==> config.mk <==
export PLATFORM = sky130hd
export DESIGN_NAME = qam_pll_acq_ctrl
export DESIGN_NICKNAME = d
export VERILOG_FILES = /design/src/rtl/qam_pll_acq_ctrl.sv
export SDC_FILE = /design/constraint.sdc
export NUM_CORES = 1
export LEC_CHECK = 0
export CORE_AREA = 2 2 85 87
export DETAILED_ROUTE_END_ITERATION = 6
export DIE_AREA = 0 0 87 89
export GPL_TIMING_DRIVEN = 0
export PLACE_DENSITY = 0.67
export SKIP_LAST_GASP = 1
export SLEW_MARGIN = 20
export SYNTH_ARGS = -nofsm -noshare
export SYNTH_HDL_FRONTEND = slang
export SYNTH_SLANG_ARGS = --single-unit
==> constraint.sdc <==
create_clock -name clk -period 2.2 [get_ports clk]
set_input_delay 0.22 -clock clk [delete_from_list [all_inputs] [get_ports clk]]
set_output_delay 0.22 -clock clk [all_outputs]
set_load 0.02 [all_outputs]
==> src/rtl/qam_pll_acq_ctrl.sv <==
// -----------------------------------------------------------------------------
// qam_pll_acq_ctrl
//
// Acquisition/tracking sequencer for the QAM carrier PLL. It watches the PLL
// phase-error stream and drives the PLL enable and loop gains. The PLL starts
// on wide-band acquisition gains and shifts to narrow-band tracking gains. The
// block then declares lock, detects loss of lock and flags acquisition failure.
//
// Ports:
//   clk          in   system clock
//   reset        in   asynchronous, active-high reset
//   clk_enable   in   sample strobe; counting and transitions only when high
//   start        in   level; leave IDLE and begin acquisition
//   stop         in   level; force IDLE on the next edge (ignores clk_enable)
//   phase_error  in   signed PLL phase error (Q1.15), valid with clk_enable
//   pll_enable   out  PLL enable (high in every state but IDLE)
//   kp, ki       out  PLL loop gains (unsigned Q0.18)
//   state        out  IDLE=0, ACQUIRE=1, TRACK=2, LOCKED=3
//   locked       out  high only in LOCKED
//   lock_lost    out  one-cycle pulse on TRACK/LOCKED -> ACQUIRE
//   acq_fail     out  sticky acquisition-timeout flag, cleared by next start
//
// There is no valid/ready handshake here. phase_error is sampled on every edge
// where clk_enable is high. All outputs are registers that update on the same
// edge as the state register.
// -----------------------------------------------------------------------------
module qam_pll_acq_ctrl #(
  parameter int ERR_W       = 16,
  parameter int GAIN_W      = 18,
  parameter int LOCK_THR    = 1024,
  parameter int LOCK_CNT    = 256,
  parameter int UNLOCK_CNT  = 64,
  parameter int ACQ_TIMEOUT = 4096,
  parameter int KP_ACQ      = 2621,
  parameter int KI_ACQ      = 3,
  parameter int KP_TRK      = 655,
  parameter int KI_TRK      = 1
) (
  input  logic                    clk,
  input  logic                    reset,
  input  logic                    clk_enable,
  input  logic                    start,
  input  logic                    stop,
  input  logic signed [ERR_W-1:0] phase_error,
  output logic                    pll_enable,
  output logic [GAIN_W-1:0]       kp,
  output logic [GAIN_W-1:0]       ki,
  output logic [1:0]              state,
  output logic                    locked,
  output logic                    lock_lost,
  output logic                    acq_fail
);

  typedef enum logic [1:0] {
    ST_IDLE    = 2'd0,
    ST_ACQUIRE = 2'd1,
    ST_TRACK   = 2'd2,
    ST_LOCKED  = 2'd3
  } state_e;

  // Each counter is just wide enough to hold its saturation limit.
  localparam int GOOD_W = $clog2(LOCK_CNT + 1);
  localparam int BAD_W  = $clog2(UNLOCK_CNT + 1);
  localparam int TMO_W  = $clog2(ACQ_TIMEOUT + 1);

  localparam logic [GOOD_W-1:0] GOOD_MAX  = GOOD_W'(LOCK_CNT);
  localparam logic [GOOD_W-1:0] GOOD_LAST = GOOD_W'(LOCK_CNT - 1);
  localparam logic [BAD_W-1:0]  BAD_MAX   = BAD_W'(UNLOCK_CNT);
  localparam logic [BAD_W-1:0]  BAD_LAST  = BAD_W'(UNLOCK_CNT - 1);
  localparam logic [TMO_W-1:0]  TMO_MAX   = TMO_W'(ACQ_TIMEOUT);
  localparam logic [TMO_W-1:0]  TMO_LAST  = TMO_W'(ACQ_TIMEOUT - 1);

  localparam logic [ERR_W-1:0]  ERR_POS_MAX = {1'b0, {(ERR_W-1){1'b1}}};
  localparam logic [ERR_W-1:0]  ERR_NEG_MIN = {1'b1, {(ERR_W-1){1'b0}}};
  localparam logic [31:0]       LOCK_THR_U  = 32'(LOCK_THR);

  localparam logic [GAIN_W-1:0] KP_ACQ_G = GAIN_W'(KP_ACQ);
  localparam logic [GAIN_W-1:0] KI_ACQ_G = GAIN_W'(KI_ACQ);
  localparam logic [GAIN_W-1:0] KP_TRK_G = GAIN_W'(KP_TRK);
  localparam logic [GAIN_W-1:0] KI_TRK_G = GAIN_W'(KI_TRK);

  // ---------------------------------------------------------------------------
  // Registers
  // ---------------------------------------------------------------------------
  state_e              state_q, state_d;
  logic [GOOD_W-1:0]   good_q,  good_d;
  logic [BAD_W-1:0]    bad_q,   bad_d;
  logic [TMO_W-1:0]    tmo_q,   tmo_d;
  logic                acq_fail_q,   acq_fail_d;
  logic                lock_lost_q,  lock_lost_d;
  logic                pll_enable_q, pll_enable_d;
  logic                locked_q,     locked_d;
  logic [GAIN_W-1:0]   kp_q, kp_d;
  logic [GAIN_W-1:0]   ki_q, ki_d;

  // ---------------------------------------------------------------------------
  // Phase-error magnitude and in-lock qualifier
  // ---------------------------------------------------------------------------
  logic [ERR_W-1:0] err_raw;
  logic [ERR_W-1:0] err_abs;
  logic             in_lock;

  assign err_raw = phase_error;

  always_comb begin
    err_abs = err_raw;
    // The most-negative code has no positive twin, so it maps to full scale.
    if (err_raw == ERR_NEG_MIN) begin
      err_abs = ERR_POS_MAX;
    end else if (err_raw[ERR_W-1]) begin
      err_abs = (~err_raw) + ERR_W'(1);
    end
  end

  assign in_lock = (32'(err_abs) < LOCK_THR_U);

  // ---------------------------------------------------------------------------
  // Saturating increments and "reaches N on this sample" detectors
  // ---------------------------------------------------------------------------
  logic [GOOD_W-1:0] good_inc;
  logic [BAD_W-1:0]  bad_inc;
  logic [TMO_W-1:0]  tmo_inc;
  logic              good_hit;
  logic              bad_hit;
  logic              tmo_hit;

  assign good_inc = (good_q == GOOD_MAX) ? good_q : good_q + GOOD_W'(1);
  assign bad_inc  = (bad_q  == BAD_MAX)  ? bad_q  : bad_q  + BAD_W'(1);
  assign tmo_inc  = (tmo_q  == TMO_MAX)  ? tmo_q  : tmo_q  + TMO_W'(1);

  // A hit is the sample that takes a counter from N-1 to N. Once a counter
  // has saturated, further qualifying samples do not count as new hits.
  assign good_hit = in_lock  && (good_q == GOOD_LAST);
  assign bad_hit  = !in_lock && (bad_q  == BAD_LAST);
  assign tmo_hit  = (tmo_q == TMO_LAST);

  // ---------------------------------------------------------------------------
  // Next-state logic
  // ---------------------------------------------------------------------------
  always_comb begin
    state_d     = state_q;
    good_d      = good_q;
    bad_d       = bad_q;
    tmo_d       = tmo_q;
    acq_fail_d  = acq_fail_q;
    lock_lost_d = 1'b0;

    if (stop) begin
      // Highest priority and independent of the sample strobe. There is no
      // lock_lost pulse because this is a commanded shutdown.
      state_d = ST_IDLE;
    end else if (clk_enable) begin
      if (state_q != ST_IDLE) begin
        // good and bad runs are mutually exclusive: each sample extends one
        // run and breaks the other.
        good_d = in_lock ? good_inc : '0;
        bad_d  = in_lock ? '0 : bad_inc;
        if (state_q == ST_ACQUIRE) begin
          tmo_d = tmo_inc;
        end
      end

      unique case (state_q)
        ST_IDLE: begin
          if (start) begin
            state_d    = ST_ACQUIRE;
            acq_fail_d = 1'b0;
          end
        end
        ST_ACQUIRE: begin
          // Lock wins over a timeout that lands on the same sample.
          if (good_hit) begin
            state_d = ST_TRACK;
          end else if (tmo_hit) begin
            state_d    = ST_IDLE;
            acq_fail_d = 1'b1;
          end
        end
        ST_TRACK: begin
          if (good_hit) begin
            state_d = ST_LOCKED;
          end else if (bad_hit) begin
            state_d     = ST_ACQUIRE;
            lock_lost_d = 1'b1;
          end
        end
        ST_LOCKED: begin
          if (bad_hit) begin
            state_d     = ST_ACQUIRE;
            lock_lost_d = 1'b1;
          end
        end
        default: state_d = ST_IDLE;
      endcase
    end

    // Every state change starts all counts afresh.
    if (state_d != state_q) begin
      good_d = '0;
      bad_d  = '0;
      tmo_d  = '0;
    end
  end

  // ---------------------------------------------------------------------------
  // Output decode from the next state. The outputs are registered on the same
  // edge as the state register, so they never lag it.
  // ---------------------------------------------------------------------------
  always_comb begin
    pll_enable_d = 1'b0;
    kp_d         = '0;
    ki_d         = '0;
    locked_d     = 1'b0;
    unique case (state_d)
      ST_IDLE: begin
        pll_enable_d = 1'b0;
      end
      ST_ACQUIRE: begin
        pll_enable_d = 1'b1;
        kp_d         = KP_ACQ_G;
        ki_d         = KI_ACQ_G;
      end
      ST_TRACK: begin
        pll_enable_d = 1'b1;
        kp_d         = KP_TRK_G;
        ki_d         = KI_TRK_G;
      end
      ST_LOCKED: begin
        pll_enable_d = 1'b1;
        kp_d         = KP_TRK_G;
        ki_d         = KI_TRK_G;
        locked_d     = 1'b1;
      end
      default: begin
        pll_enable_d = 1'b0;
      end
    endcase
  end

  // ---------------------------------------------------------------------------
  // State and output registers
  // ---------------------------------------------------------------------------
  always_ff @(posedge clk or posedge reset) begin
    if (reset) begin
      state_q      <= ST_IDLE;
      good_q       <= '0;
      bad_q        <= '0;
      tmo_q        <= '0;
      acq_fail_q   <= 1'b0;
      lock_lost_q  <= 1'b0;
      pll_enable_q <= 1'b0;
      locked_q     <= 1'b0;
      kp_q         <= '0;
      ki_q         <= '0;
    end else begin
      state_q      <= state_d;
      good_q       <= good_d;
      bad_q        <= bad_d;
      tmo_q        <= tmo_d;
      acq_fail_q   <= acq_fail_d;
      lock_lost_q  <= lock_lost_d;
      pll_enable_q <= pll_enable_d;
      locked_q     <= locked_d;
      kp_q         <= kp_d;
      ki_q         <= ki_d;
    end
  end

  assign state      = state_q;
  assign pll_enable = pll_enable_q;
  assign kp         = kp_q;
  assign ki         = ki_q;
  assign locked     = locked_q;
  assign lock_lost  = lock_lost_q;
  assign acq_fail   = acq_fail_q;

endmodule

==> results.cfg <==
[outcome]
outcome = finished, violations left
violations = setup timing

[yosys]
synth_edf_count = 0
synth.distinct_cells = 57
synth-seq-area-share_pct = 35.22
yosysTopAreaCellShare_pct = 35.22
ys_warn_count = 0
synth_top_area_cell = dfrtp_1
syn_inst = 302
synth.avg_cell_area_um2 = 8.705
synth_area_leaders = dfrtp_1 (35%), buf_4 (10%), o21ai_0 (4.4%), a21oi_1 (3.4%), ha_1 (3.3%)
syn-cell-area_um2 = 2629
asyncSetResetFlopFracSynth_pct = 100.0
synth_seq_cells = 37
synthFlopType = dfrtp_1

[hold_path]
hp-class = input pin to asynchronous set/reset pin

[timing]
slew_violations = 0
tightest_slew_ns = 0.5186
finalHoldViolations = 0
setup_ws_ns = -0.02193
final.period_utilization_pct = 101.0
relSlewSlack_pct = 65.28
finalSetupTns_ns = -0.02796
setup_violations = 2
fmax_mhz = 450.1
min_period_ns = 2.222
clock-skew-final_ns = 0.007539
rsz0062_at_grt = yes

[cts]
clock_path_buffers = 2
cts_sinks = 37
h-tree-depth = 2
cts_tree = yes
insertion_delay_ns = 0.29
root_buffer = clkbuf_8
cts_made_buffers = 5
ctsHoldBuffers = 0
clkSlewWorstSetupHoldPaths_ns = 0.08

[critical_path]
crit_path_start_kind = register
crit_path_top_delay_cell = a221o_1
cp.required_ns = 2.43
ff2ff_path_depth = 9
crit_path_max_incr_delay_ns = 0.41
crit_path_frequent_cell = and3_4
crit_arrival_ns = 2.45
criticalPathCategory = register to register
path_cells = ha_2, and3_4, and3_4, ha_4, inv_4, o41ai_4, o221ai_2, a221o_1, nor2_1
cp_max_fo = 4
critPathCaptureType = register

[drt]
viasPerCell = 5.164
drtIter0Drc = 78
ant_nets = 0
post_drt_wl_per_cell_um = 13.41
drc = 0
routed_wirelength_mm = 6.395
vias = 2463
dr.pass1.iters = 4

[grt]
gr-total-overflow = 0
grt_usage_pct = 16.35
grt_pass1_wl_mm = 10.31
grt_start_max_net_pins = 31
grt_pass1_vias = 2284
antenna_found_initial = 0

[power_and_ir_drop]
p_total_mw = 1.779
p_leak_nw = 1.677
p_per_area_nw_per_um2 = 476.6
vdd_drop_max_mv = 0.3251

[floorplanning]
coreArea_um2 = 6719
die_width_um = 87
die_h_um = 89
dieArea_um2 = 7743
io_pins = 63
initial_core_util_pct = 39.12
fp-row-count = 30

[final_layout]
fin_nets = 424
n_antenna_cell = 0
seq_area_um2 = 925.9
final_area_um2 = 3732
layout_commonest_cell = buf_4
mostFrequentLayoutCells = buf_4 (62), dfrtp_1 (37), conb_1 (25)
area_growth_pct = 41.98
multi_input_area_um2 = 1607
drive_gt1_share_pct = 31.74
fill_cells = 599
stdcell_count = 477

[placement]
dpl-instance-area_um2 = 3208
io_buffers = 36
hpwl_mm = 4.366
gp_congestion = 0.8970
dp.cells = 443
dp_worst_setup_slack_ns = -0.4464

[run]
drv_cap = 0
## report_power, final
group	leakage [nW]	internal [mW]	switching [mW]
registers	0.510	0.708	0.0333
logic	1.11	0.197	0.241
clock network	0.0543	0.339	0.260
## critical path, delay by kind of cell, from the launching register on
family | cells | cell delay, ns
AOI/OAI and AO/OA | 3 | 0.87
adders and majority gates | 2 | 0.36
buffers and inverters | 1 | 0.05
DFF | 1 | 0.37
and+or+nand+nor | 3 | 0.50
## state kept, by name, indices dropped and copies added (netlist names)
signal / flops
tmo_q: 13
good_q: 9
bad_q: 7
kp: 2
state: 2
acq_fail: 1
ki: 1
lock_lost: 1
locked: 1
## layer usage
layer	part of all wire [%]	track usage (%)	wire [um]	vias to the layer above
li1	-	-	-	1231
met1	45	20.86	2863	1147
met2	49	27.90	3108	70
met3	4.9	3.139	314	15
met4	1.7	5.398	108	0
met5	0	0	0	-
## cells by family (layout without fill, tap and decap cells)
logic type               Yosys count  count (layout)  share of synthesized area, %
AND/OR/NAND/NOR                  113             113                         23.99
buffers and inverters             60             131                         15.14
other                              1              25                        0.1427
flip-flops                        37              37                         35.22
multiplexers                       5               5                         1.999
adder cells (fa/ha/maj)            7               7                         3.332
XOR/XNOR                           4               4                         1.333
AO/OA/AOI/OAI                     75              75                         18.85
## metrics by stage
step,hold slack (ns),utilization (%)
finish,0.1513,55.55
global route,0.1688,55.55
CTS,0.1558,52.63
detailed placement,0.4648,47.75
global placement,0.4716,47.45
floorplan,0.3997,-
## worst paths after layout
check,start,end,slack [ns]
min reg2reg,good_q[7]$_DFFE_PP0P_,good_q[7]$_DFFE_PP0P_,0.52
min in group clk,clk_enable,state[0]$_DFF_PP0_,0.45
max reg2reg,good_q[0]$_DFFE_PP0P_,locked$_DFF_PP0_,-0.02
max,good_q[0]$_DFFE_PP0P_,locked$_DFF_PP0_,-0.02
min,reset,tmo_q[0]$_DFFE_PP0P_,0.15
max in group asynchronous,reset,bad_q[5]$_DFFE_PP0P_,1.63
## synth_stat cells (all sizes together) (2+ instances only)
library cell,instances
buf,40
dfrtp,37
o21ai,27
nand2,23
nor2,20
a21oi,18
inv,17
nand3,14
and3,10
nand4,9
nor3,9
nor4,8
ha,7
or3,7
a2111o,5
a31oi,4
a211oi,3
clkbuf,3
mux2i,3
or2,3
xor2,3
mux2,2
nand2b,2
nor2b,2
o211ai,2
o21a,2
o22ai,2
o31ai,2
## cell type report
type / instances / share of cell area [%]
Multi-Input combinational cell: 229 / 43.04
Clock buffer: 5 / 1.844
Sequential cell: 37 / 24.81
Inverter: 17 / 1.777
Timing Repair Buffer: 63 / 15.55
Tap cell: 80 / 2.682
Buffer: 43 / 9.051
Clock inverter: 3 / 1.240
## timing repair
| action | 4_1_cts | 5_1_grt |
|---|---|---|
| pin swaps | 15 | 18 |
| setup buffers | 19 | 7 |
| resized for setup | 31 | 42 |
| endpoints found under the setup margin | 30 | 32 |
| cloned | 0 | 0 |
Note: power is estimated with default switching activity, not from simulation.
